===== src/rtl/rf_wb_arbiter_pkg.sv =====
// Shared CPU types for register-file writeback: index/data widths and the
// buffered long-latency result entry.
package rf_wb_arbiter_pkg;

  localparam int REG_W  = 5;
  localparam int DATA_W = 32;
  localparam int NREGS  = 1 << REG_W;

  typedef struct packed {
    logic              live;
    logic [REG_W-1:0]  a3;
    logic [DATA_W-1:0] wd;
  } wb_entry_t;

  function automatic logic [NREGS-1:0] reg_onehot(input logic [REG_W-1:0] idx);
    reg_onehot = '0;
    reg_onehot[idx] = 1'b1;
  endfunction

endpackage


===== src/rtl/wb_fifo.sv =====
// Circular result buffer; every entry carries a live bit that an address-match
// kill can clear, so stale results are dropped at the head instead of written.
module wb_fifo
  import rf_wb_arbiter_pkg::*;
#(
  parameter int DEPTH = 4
) (
  input  logic             clk,
  input  logic             rst_n,
  input  logic             push,
  input  wb_entry_t        push_entry,
  input  logic             pop,
  input  logic             kill_en,
  input  logic [REG_W-1:0] kill_a3,
  output wb_entry_t        head,
  output logic             empty,
  output logic             full,
  output logic [NREGS-1:0] busy_mask
);

  localparam int PTR_W = (DEPTH > 1) ? $clog2(DEPTH) : 1;
  localparam int CNT_W = PTR_W + 1;

  wb_entry_t        entries [DEPTH];
  logic [PTR_W-1:0] rd_ptr;
  logic [PTR_W-1:0] wr_ptr;
  logic [CNT_W-1:0] count;

  assign head  = entries[rd_ptr];
  assign empty = (count == '0);
  assign full  = (count == CNT_W'(DEPTH));

  always_ff @(posedge clk or negedge rst_n) begin
    if (!rst_n) begin
      for (int i = 0; i < DEPTH; i++) entries[i] <= '0;
      rd_ptr <= '0;
      wr_ptr <= '0;
      count  <= '0;
    end else begin
      for (int i = 0; i < DEPTH; i++) begin
        if (kill_en && entries[i].live && (entries[i].a3 == kill_a3))
          entries[i].live <= 1'b0;
      end
      // Popped slots drop their live bit so busy_mask never sees stale entries.
      if (pop) begin
        entries[rd_ptr].live <= 1'b0;
        rd_ptr <= rd_ptr + 1'b1;
      end
      if (push) begin
        entries[wr_ptr] <= push_entry;
        wr_ptr <= wr_ptr + 1'b1;
      end
      case ({push, pop})
        2'b10:   count <= count + 1'b1;
        2'b01:   count <= count - 1'b1;
        default: count <= count;
      endcase
    end
  end

  always_comb begin
    busy_mask = '0;
    for (int i = 0; i < DEPTH; i++) begin
      if (entries[i].live) busy_mask = busy_mask | reg_onehot(entries[i].a3);
    end
  end

endmodule


===== src/rtl/rf_wb_arbiter.sv =====
// Register-file write port arbiter: pipeline writeback first, then buffered
// multiply/divide results, then a direct MDU bypass when the buffer is empty.
module rf_wb_arbiter
  import rf_wb_arbiter_pkg::*;
#(
  parameter int DEPTH = 4
) (
  input  logic              clk,
  input  logic              rst_n,
  input  logic              pipe_wr,
  input  logic [REG_W-1:0]  pipe_a3,
  input  logic [DATA_W-1:0] pipe_wd,
  input  logic              mdu_valid,
  output logic              mdu_ready,
  input  logic [REG_W-1:0]  mdu_a3,
  input  logic [DATA_W-1:0] mdu_wd,
  output logic              RFWr,
  output logic [REG_W-1:0]  A3,
  output logic [DATA_W-1:0] WD,
  output logic [NREGS-1:0]  busy_mask
);

  wb_entry_t head;
  wb_entry_t push_entry;
  logic      empty;
  logic      full;
  logic      push;
  logic      pop;
  logic      kill_en;
  logic      eff_pipe;
  logic      mdu_xfer;
  logic      bypass;

  wb_fifo #(.DEPTH(DEPTH)) u_fifo (
    .clk        (clk),
    .rst_n      (rst_n),
    .push       (push),
    .push_entry (push_entry),
    .pop        (pop),
    .kill_en    (kill_en),
    .kill_a3    (pipe_a3),
    .head       (head),
    .empty      (empty),
    .full       (full),
    .busy_mask  (busy_mask)
  );

  assign mdu_ready  = !full;
  assign push_entry = '{live: 1'b1, a3: mdu_a3, wd: mdu_wd};

  // Inputs are gated by rst_n so nothing reaches the register file during reset.
  always_comb begin
    eff_pipe = rst_n && pipe_wr && (pipe_a3 != '0);
    mdu_xfer = rst_n && mdu_valid && !full;
    RFWr     = 1'b0;
    A3       = '0;
    WD       = '0;
    pop      = 1'b0;
    bypass   = 1'b0;
    kill_en  = eff_pipe;
    if (eff_pipe) begin
      RFWr = 1'b1;
      A3   = pipe_a3;
      WD   = pipe_wd;
    end else if (!empty) begin
      pop = 1'b1;
      if (head.live) begin
        RFWr = 1'b1;
        A3   = head.a3;
        WD   = head.wd;
      end
    end else if (mdu_xfer && (mdu_a3 != '0)) begin
      bypass = 1'b1;
      RFWr   = 1'b1;
      A3     = mdu_a3;
      WD     = mdu_wd;
    end
    // r0 results and results already overwritten by the pipeline are dropped.
    push = mdu_xfer && (mdu_a3 != '0) && !bypass && !(eff_pipe && (mdu_a3 == pipe_a3));
  end

endmodule


===== config.mk =====
export PLATFORM = sky130hd
export DESIGN_NAME = rf_wb_arbiter
export DESIGN_NICKNAME = d
export VERILOG_FILES = /design/src/rtl/rf_wb_arbiter_pkg.sv /design/src/rtl/wb_fifo.sv /design/src/rtl/rf_wb_arbiter.sv
export SDC_FILE = /design/constraint.sdc
export NUM_CORES = 1
export LEC_CHECK = 0
export BUFFER_PORTS_ARGS = -buffer_cell sky130_fd_sc_hd__buf_2
export CAP_MARGIN = 20
export CORE_MARGIN = 2
export CORE_UTILIZATION = 30
export DETAILED_ROUTE_END_ITERATION = 10
export GPL_TIMING_DRIVEN = 0
export PLACE_DENSITY = 0.61
export SLEW_MARGIN = 40
export SYNTH_ARGS = -nofsm -noshare
export SYNTH_HDL_FRONTEND = slang
export SYNTH_SLANG_ARGS = --single-unit
export TNS_END_PERCENT = 30

===== constraint.sdc =====
create_clock -name clk -period 2.7 [get_ports clk]
set_clock_uncertainty 0.1 [all_clocks]
set_input_delay 0.54 -clock clk [delete_from_list [all_inputs] [get_ports clk]]
set_output_delay 0.54 -clock clk [all_outputs]
set_load 0.005 [all_outputs]

==> flow_summary.toml, run 1 <==
[run_status]
status = "complete, but fails checks"
violations = "setup timing"

[routing]
wl_per_cell_um = 21.0
drt-initial-drc-count = 533
antenna_left = 0
dr.pass1.iters = 6
drc = 0
vias = 7109
via_per_inst = 5.33
routed_wl_mm = 28.0

[timing]
setup_viol = 40
timing.fmax_mhz = 345
maxSlewViolCount = 0
hold_ws_ps = 45.4
rsz0062_at_grt = "yes"
hold_viol = 0
setup_ws_ps = -203
fin_crit_sh_pct = 108
fin_crit_ps = 2900
slew_headroom_pct = 55.0
tightest_slew_ps = 672

[cts]
cts.clk_slew.worst_paths_ps = 60
clk_latency_ps = 420
cts-root-buf = "clkbuf_16"
cts_made_buffers = 17
clock-sinks = 159
htreeDepth = 4
cts_tree = "yes"
clock_path_buffers = 2

[logic_synthesis]
async_flop_share_pct = 100
ys_types = 48
syn_nets = 813
synth-seq-cells = 159
avgSynthCellArea_um2 = 12.8
yosys_warnings = 0
synth_edf_count = 0
ys.flop_type = "dfrtp_1"
synthCells = 725
synth_area_mm2 = 0.00930
yosysSeqAreaShare_pct = 42.8

[placed_design]
portBuffers = 143
place_congestion = 0.883
pre_cts_ws_ps = -1620
hpwl_mm = 18.1

[grt]
grt_pass1_vias = 7258
grt_util_all_layers_pct = 17.3
grt_pass1_wl_mm = 43.9
antenna_found_initial = 3
overflow = 0
grt_start_max_net_pins = 30

[worst_setup_path]
crit_fanout = 7
startpoint_type = "primary input"
ff2ff_path_depth = 11
r2r_setup_slack_ps = 200
worst-setup-path-type = "in -> out"
rr_startpoint = "u_fifo.count[1]"
critPathRequiredTime_ps = 2060
r2r_end = "u_fifo.count[2]"
cp-end-kind = "output pin"
worstPathArrival_ps = 2260

[floorplan]
coreArea_mm2 = 0.0306
start_util_pct = 30.4
die_h_um = 180
ios = 149
die-area_mm2 = 0.0324
die_x_um = 180
num_rows = 64

[finish]
regArea_mm2 = 0.00398
nets = 1011
layout-drive-gt1-share_pct = 50.8
final_common_cell = "dfrtp_1"
final_cell_mix = "dfrtp_1 (155), buf_2 (146), mux2_2 (82)"
multiInputGateArea_mm2 = 0.00517
n_fill_cell = 2889
utilization_pct = 40.4
area_delta_synth_final_pct = 32.8

[power_and_ir_drop]
leakage_nw = 5.35
pwr_density_cell_mw_per_mm2 = 1120
ir_drop_uv = 526

[worst_hold_path]
hold_path.class = "in -> async"

[flow_run]
drv_cap = 0
## worst max-delay path by stage
stage                           from               to  slack [ps]  cells after the start
after floorplan           pipe_a3[0]  u_fifo.count[2]        -120                     11
after global placement         rst_n            A3[2]       -3710                      9
after detailed placement       rst_n            A3[2]       -1620                     11
after CTS                 pipe_a3[0]            A3[3]        -190                      8
after global routing      pipe_a3[0]           WD[31]        -250                      7
final                     pipe_a3[0]           WD[31]        -200                      7
## per-layer routing
layer / GRT usage (%) / vias to the layer above / part of all wire, %
li1: - / 3154 / -
met1: 23.6 / 3620 / 44
met2: 27.6 / 293 / 47
met3: 4.41 / 38 / 7.6
met4: 4.06 / 4 / 1.2
met5: 0 / - / 0.10
## per-stage QoR
step | instances | total power [W] | setup TNS (ps) | cell area [um2]
after floorplan | 725 | 0.00842 | -740 | 9330
after global placement | 1264 | 0.00993 | -868190 | 10500
after detailed placement | 1266 | 0.0101 | -203090 | 10600
after CTS | 1331 | 0.0137 | -6120 | 12200
after global routing | 1331 | 0.0147 | -9790 | 12300
final | 1333 | 0.0139 | -6140 | 12300
## state kept, by name (all words and copies together), names as in the netlist
signal and cells:
u_fifo.count 3, u_fifo.rd_ptr 2, u_fifo.entries 152, u_fifo.wr_ptr 2
## cell usage after synthesis (10+ instances only)
library cell / n / area (um2)
mux4_2: 38 / 856
o22ai_1: 12 / 75.1
mux2_2: 82 / 923
nand2_1: 31 / 116
xor2_1: 14 / 123
clkbuf_1: 34 / 128
o221ai_1: 15 / 131
nand3b_1: 10 / 75.1
mux2_4: 30 / 450
dfrtp_1: 159 / 3980
buf_2: 10 / 50.1
xnor2_1: 16 / 140
nor2_1: 20 / 75.1
mux2_1: 37 / 417
a22oi_1: 15 / 113
nor2b_1: 33 / 206
a221o_1: 46 / 460
## power by group
group / switching (W) / total [W] / internal [W]
combinational: 0.00303 / 0.00700 / 0.00397
sequential: 0.000653 / 0.00424 / 0.00359
clock: 0.00100 / 0.00264 / 0.00164
## critical path: stages
cell and delay, ps:
buf_12 100, or3_4 400, o311a_4 330, buf_12 150
clkbuf_16 160, a221o_1 410, buf_2 160
## final cells by class
class	count	share of cell area [%]
diodes	2	0.0405
plain buffers	64	5.87
clock buffers	21	3.57
clock inverters	10	1.51
inverters	9	0.274
multi-input cells	493	41.9
flip-flops and latches	159	32.3
well taps	396	4.01
repair buffers	179	10.6
## what timing repair did
action,in CTS,in global routing
cloned,11,0
hold buffers,2,0
setup endpoints to repair,211,68
setup buffers,21,0
pin swaps,13,6
gates resized for setup,134,38
hold endpoints to repair,50,0
## logic make-up (layout without fill, tap and decap cells)
logic type,Yosys count,in the layout,share of synthesized area (%)
AND/OR/NAND/NOR,152,152,9.20
flip-flops,159,159,42.8
adder cells (fa/ha/maj),10,10,1.43
buffers and inverters,73,283,4.74
XOR/XNOR,30,30,2.83
multiplexers,188,188,28.6
other,0,2,0
AO/OA/AOI/OAI,113,113,10.5
(Power assumes the default switching activity.)
==> run 2, diff against run 1 <==
--- a/config.mk
+++ b/config.mk
@@ -5,7 +5,7 @@
 export SDC_FILE = /design/constraint.sdc
 export NUM_CORES = 1
 export LEC_CHECK = 0
-export BUFFER_PORTS_ARGS = -buffer_cell sky130_fd_sc_hd__buf_2
+export BUFFER_PORTS_ARGS = -buffer_cell sky130_fd_sc_hd__buf_4
 export CAP_MARGIN = 20
 export CORE_MARGIN = 2
 export CORE_UTILIZATION = 30
==> run 2 against run 1 <==
Effect of this change: the flow still finishes with violations (setup timing); sequential cell count stayed put; final cell count is 0.75% lower; critical path type unchanged; routed wire length is 2.6% lower; worst hold slack worse by 26 ps; critical path depth is 1 higher; combinational power is 2% higher; global-route usage is 0.60 points lower; power is 1.6% lower; clock-buffer cell count is 3 lower; worst setup slack worse by 17 ps; final area is 0.44% higher; sequential power hardly changed.
==> flow_summary.toml, run 2 (synthesis gave the netlist of run 1 again) <==
[timing]
setup_ws_ps = -219
slew_headroom_pct = 58.7
timing.fmax_mhz = 343
setup_viol = 42
hold_viol = 0
tightest_slew_ps = 619
fin_crit_ps = 2920
rsz0062_at_grt = "yes"
maxSlewViolCount = 0
fin_crit_sh_pct = 108

[power_and_ir_drop]
swShare_pct = 34.9
ir_drop_uv = 576
switchingPower_w = 0.00477
pwr_density_cell_mw_per_mm2 = 1100
power.internal_w = 0.00890
leakage_nw = 5.27
pwr-share-seq_pct = 31.1
p_clk_share_pct = 16.7
combPwrFrac_pct = 52.2

[worst_setup_path]
crit_fanout = 8
worst-setup-path-type = "in -> out"
r2r_setup_slack_ps = 10
worstPathArrival_ps = 2280
r2r_end = "u_fifo.count[2]"
startpoint_type = "primary input"
rr_startpoint = "u_fifo.count[1]"
ff2ff_path_depth = 11
critPathRequiredTime_ps = 2060
cp-end-kind = "output pin"

[cts]
cts_made_buffers = 17
clk_latency_ps = 420
clock_path_buffers = 2
clock-sinks = 159
htreeDepth = 4
cts_tree = "yes"
cts-root-buf = "clkbuf_16"
cts.clk_slew.worst_paths_ps = 70

[grt]
grt_start_max_net_pins = 63
antenna_found_initial = 1
overflow = 0
grt_pass1_vias = 7256
grt_util_all_layers_pct = 16.7
grt_pass1_wl_mm = 42.5

[floorplan]
coreArea_mm2 = 0.0306
start_util_pct = 30.4
die_x_um = 180
num_rows = 64
die-area_mm2 = 0.0324
die_h_um = 180
ios = 149

[routing]
via_per_inst = 5.40
dr.pass1.iters = 5
routed_wl_mm = 27.3
drt-initial-drc-count = 587
drc = 0
wl_per_cell_um = 20.7
antenna_left = 0
vias = 7144

[finish]
largest_reg_flops = 152
antenna_cells = 0
nets = 1002
top_regs = "u_fifo.entries: 152 flops, u_fifo.count: 3 flops"
area_delta_synth_final_pct = 33.3
largest-register = "u_fifo.entries"
final_cell_mix = "buf_4 (164), dfrtp_1 (154), mux2_2 (82)"
final_common_cell = "buf_4"
utilization_pct = 40.5
n_fill_cell = 2939
layout-drive-gt1-share_pct = 51.5
fin_area_mm2 = 0.0124

[placed_design]
place_congestion = 0.888
portBuffers = 143
hpwl_mm = 18.5
place_area_mm2 = 0.0110

[run_status]
violations = "setup timing"
status = "complete, but fails checks"

[worst_hold_path]
hold_path.class = "in -> async"

[flow_run]
drv_cap = 0
-- run 2: layer usage --
layer,vias up,GRT usage [%],routed length [um]
met5,-,0,11
met4,2,4.77,455
met3,30,3.58,2000
met2,314,26.3,12700
met1,3663,23.2,12200
li1,3135,-,-
-- run 2: what timing repair did --
item / in CTS / in global routing
hold endpoints to repair: 37 / 0
hold buffers: 1 / 0
setup buffers: 17 / 3
cloned: 4 / 0
resized for setup: 139 / 42
pin swaps: 11 / 6
endpoints found under the setup margin: 61 / 69
-- run 2: layout make-up --
cell class / instances / area (um2) / area share (%)
plain buffers: 64 / 738 / 5.95
clock buffers: 18 / 429 / 3.46
clock inverters: 14 / 121 / 0.979
inverters: 9 / 33.8 / 0.272
multi-input cells: 493 / 5170 / 41.7
flip-flops and latches: 159 / 3990 / 32.1
well taps: 396 / 495 / 4.00
repair buffers: 170 / 1430 / 11.5
-- run 2: through the flow --
| stage | setup slack, ps | total power [W] | cells | hold slack, ps | TNS, ps |
|---|---|---|---|---|---|
| after floorplan | -123 | 0.00842 | 725 | 144 | -740 |
| after global placement | -2340 | 0.0101 | 1264 | 363 | -349300 |
| after detailed placement | -857 | 0.0103 | 1266 | 366 | -57920 |
| after CTS | -218 | 0.0136 | 1320 | 13.6 | -7110 |
| after global routing | -269 | 0.0145 | 1323 | 26.0 | -10010 |
| final | -219 | 0.0137 | 1323 | 19.3 | -6840 |
-- run 2: critical path, cell delays in order --
cell and delay (ps):
buf_12 110, or3_4 390, o311ai_4 350, and3_4 280, buf_12 160, buf_6 110
a221o_1 190, buf_4 130
-- run 2: how the worst max path moves through the flow --
stage,from,end,slack (ps),depth (start not counted)
after global routing,u_fifo.rd_ptr[1],WD[8],-270,7
after CTS,pipe_a3[0],WD[15],-220,8
after global placement,rst_n,A3[2],-2340,9
after detailed placement,rst_n,A3[2],-860,9
final,pipe_a3[0],WD[0],-220,8
after floorplan,pipe_a3[0],u_fifo.count[2],-120,11
-- run 2: power groups by stage --
stage / Sequential, W / Combinational (W) / Clock [W]
final: 0.00425 / 0.00714 / 0.00228
after global routing: 0.00440 / 0.00765 / 0.00243
after CTS: 0.00422 / 0.00699 / 0.00234
after floorplan: 0.00405 / 0.00438 / 0
after global placement: 0.00421 / 0.00593 / 0
after detailed placement: 0.00427 / 0.00607 / 0
==> run 3, diff against run 2 <==
--- a/config.mk
+++ b/config.mk
@@ -11,6 +11,7 @@
 export CORE_UTILIZATION = 30
 export DETAILED_ROUTE_END_ITERATION = 10
 export GPL_TIMING_DRIVEN = 0
+export HOLD_SLACK_MARGIN = 0.15
 export PLACE_DENSITY = 0.61
 export SLEW_MARGIN = 40
 export SYNTH_ARGS = -nofsm -noshare
==> run 3 against run 2 <==
Effect of this change: the flow still finishes with violations (setup timing); final cell count is essentially flat; largest power group unchanged; die area is the same; clock power is essentially flat; critical endpoint is now WD[17]; sequential power is essentially flat; highest routed layer unchanged; largest cell class unchanged; via count shrank 0.70%; combinational power is essentially flat; critical path type unchanged.
==> flow_summary.toml, run 3 (synthesis gave the netlist of run 1 again) <==
[routing]
antenna_left = 0
wl_per_cell_um = 20.6
drc = 0
via_per_inst = 5.36
dr.pass1.iters = 7
vias = 7094
drt-initial-drc-count = 535
routed_wl_mm = 27.3

[cts]
clock_path_buffers = 2
clock-sinks = 159
clk_latency_ps = 430
cts.clk_slew.worst_paths_ps = 70
cts_tree = "yes"
cts_made_buffers = 17
htreeDepth = 4
cts-root-buf = "clkbuf_16"

[finish]
layout-drive-gt1-share_pct = 51.4
nets = 1003
antenna_cells = 0
largest-register = "u_fifo.entries"
final-instance-count-excl-fill = 1324
final_common_cell = "buf_4"
final_cell_mix = "buf_4 (164), dfrtp_1 (154), mux2_2 (82)"
top_regs = "u_fifo.entries: 152 flops, u_fifo.count: 3 flops"
area_delta_synth_final_pct = 33.4
largest_reg_flops = 152
fin_area_mm2 = 0.0124

[grt]
antenna_found_initial = 1
grt_pass1_wl_mm = 42.6
overflow = 0
grt_start_max_net_pins = 63
grt_pass1_vias = 7253
grt_util_all_layers_pct = 16.7

[floorplan]
die-area_mm2 = 0.0324
coreArea_mm2 = 0.0306
die_h_um = 180
start_util_pct = 30.4
num_rows = 64
die_x_um = 180
ios = 149

[power_and_ir_drop]
pwr-share-seq_pct = 31.1
p_clk_share_pct = 16.7
switchingPower_w = 0.00477
swShare_pct = 34.9
leakage_nw = 5.27
combPwrFrac_pct = 52.3
power.internal_w = 0.00890
ir_drop_uv = 577
finalPower_w = 0.0137
pwr_density_cell_mw_per_mm2 = 1100

[timing]
maxSlewViolCount = 0
timing.fmax_mhz = 342
fin_crit_ps = 2930
rsz0062_at_grt = "yes"
fin_crit_sh_pct = 108
tightest_slew_ps = 611
slew_headroom_pct = 59.3
hold_viol = 0
setup_viol = 42
tns_ps = -6790
setup_ws_ps = -226

[worst_setup_path]
crit_path_max_incr_delay_ps = 400
crit_family = "simple AND/OR/NAND/NOR gates"
cp_slowest_cell = "or3_4"
critPathRequiredTime_ps = 2060
startpoint_type = "primary input"
critPathBufInv = 4
crit_fanout = 8
worstPathArrival_ps = 2290
cp_cell_sequence = "buf_12, or3_4, o311ai_4, nand3_4, buf_12, clkbuf_16, nor2b_2, a221o_1, buf_4"
worst-setup-path-type = "in -> out"
crit_top_cell = "buf_12"
cp-end-kind = "output pin"

[placed_design]
placedCellCount = 1266
place_area_mm2 = 0.0110
portBuffers = 143
hpwl_mm = 18.5
place_congestion = 0.888

[flow_run]
drv_cap = 0

[worst_hold_path]
hold_path.class = "in -> reg"

[run_status]
status = "complete, but fails checks"
violations = "setup timing"
-- run 3: changes by cell type in the layout (fill, tap and decap cells not counted), sizes merged --
cell / change
clkbuf: +1
buf: -1
dlygate4sd3: +1
-- run 3: metrics by stage --
step / worst slack, ps / hold WS, ps / utilization (%)
2_1_floorplan: -123 / 144 / -
3_3_place_gp: -2340 / 363 / 35.6
3_5_place_dp: -857 / 366 / 35.9
4_1_cts: -218 / 245 / 40.2
5_1_grt: -273 / 259 / 40.6
6_report: -226 / 264 / 40.6
-- run 3: path summary, 6_finish.rpt --
| kind | slack (ps) | cells past startpoint | endpoint | from |
|---|---|---|---|---|
| setup / recovery | -230 | 9 | WD[17] | pipe_a3[0] |
| hold / removal | 260 | 2 | u_fifo.entries[140] | mdu_wd[26] |
| setup reg to reg | -20 | 11 | u_fifo.count[2] | u_fifo.count[1] |
| hold reg to reg | 380 | 1 | u_fifo.entries[68] | u_fifo.entries[68] |
| max in group asynchronous | 1300 | 3 | u_fifo.rd_ptr[1] | rst_n |
| min in group asynchronous | 870 | 3 | u_fifo.entries[53] | rst_n |
-- run 3: power by group through the flow --
| stage | clock network [W] | registers (W) | logic [W] |
|---|---|---|---|
| detailed placement | 0 | 0.00427 | 0.00607 |
| finish | 0.00228 | 0.00425 | 0.00714 |
| floorplan | 0 | 0.00405 | 0.00438 |
| CTS | 0.00234 | 0.00422 | 0.00699 |
| global route | 0.00243 | 0.00440 | 0.00765 |
| global placement | 0 | 0.00421 | 0.00593 |
-- run 3: metal layers --
layer	routed length [um]	share of wire [%]	vias to the layer above	GRT usage, %
met5	11	0.040	-	0
met3	2020	7.4	31	3.58
met2	12600	46	314	26.4
li1	-	-	3140	-
met4	456	1.7	2	4.68
met1	12200	45	3607	23.2
-- run 3: layout make-up --
cell class,count,area [um2]
clock inverters,14,121
multi-input cells,493,5170
flip-flops and latches,159,3990
clock buffers,18,429
plain buffers,64,738
well taps,396,495
repair buffers,171,1440
fillers,2938,18200
inverters,9,33.8
-- run 3: what timing repair did --
action / 4_1_cts / 5_1_grt
pin swaps: 11 / 6
gates resized for setup: 139 / 41
cloned: 4 / 0
setup buffers: 17 / 3
endpoints found under the setup margin: 61 / 67
endpoints found under the hold margin: 37 / 0
hold buffers: 2 / 0
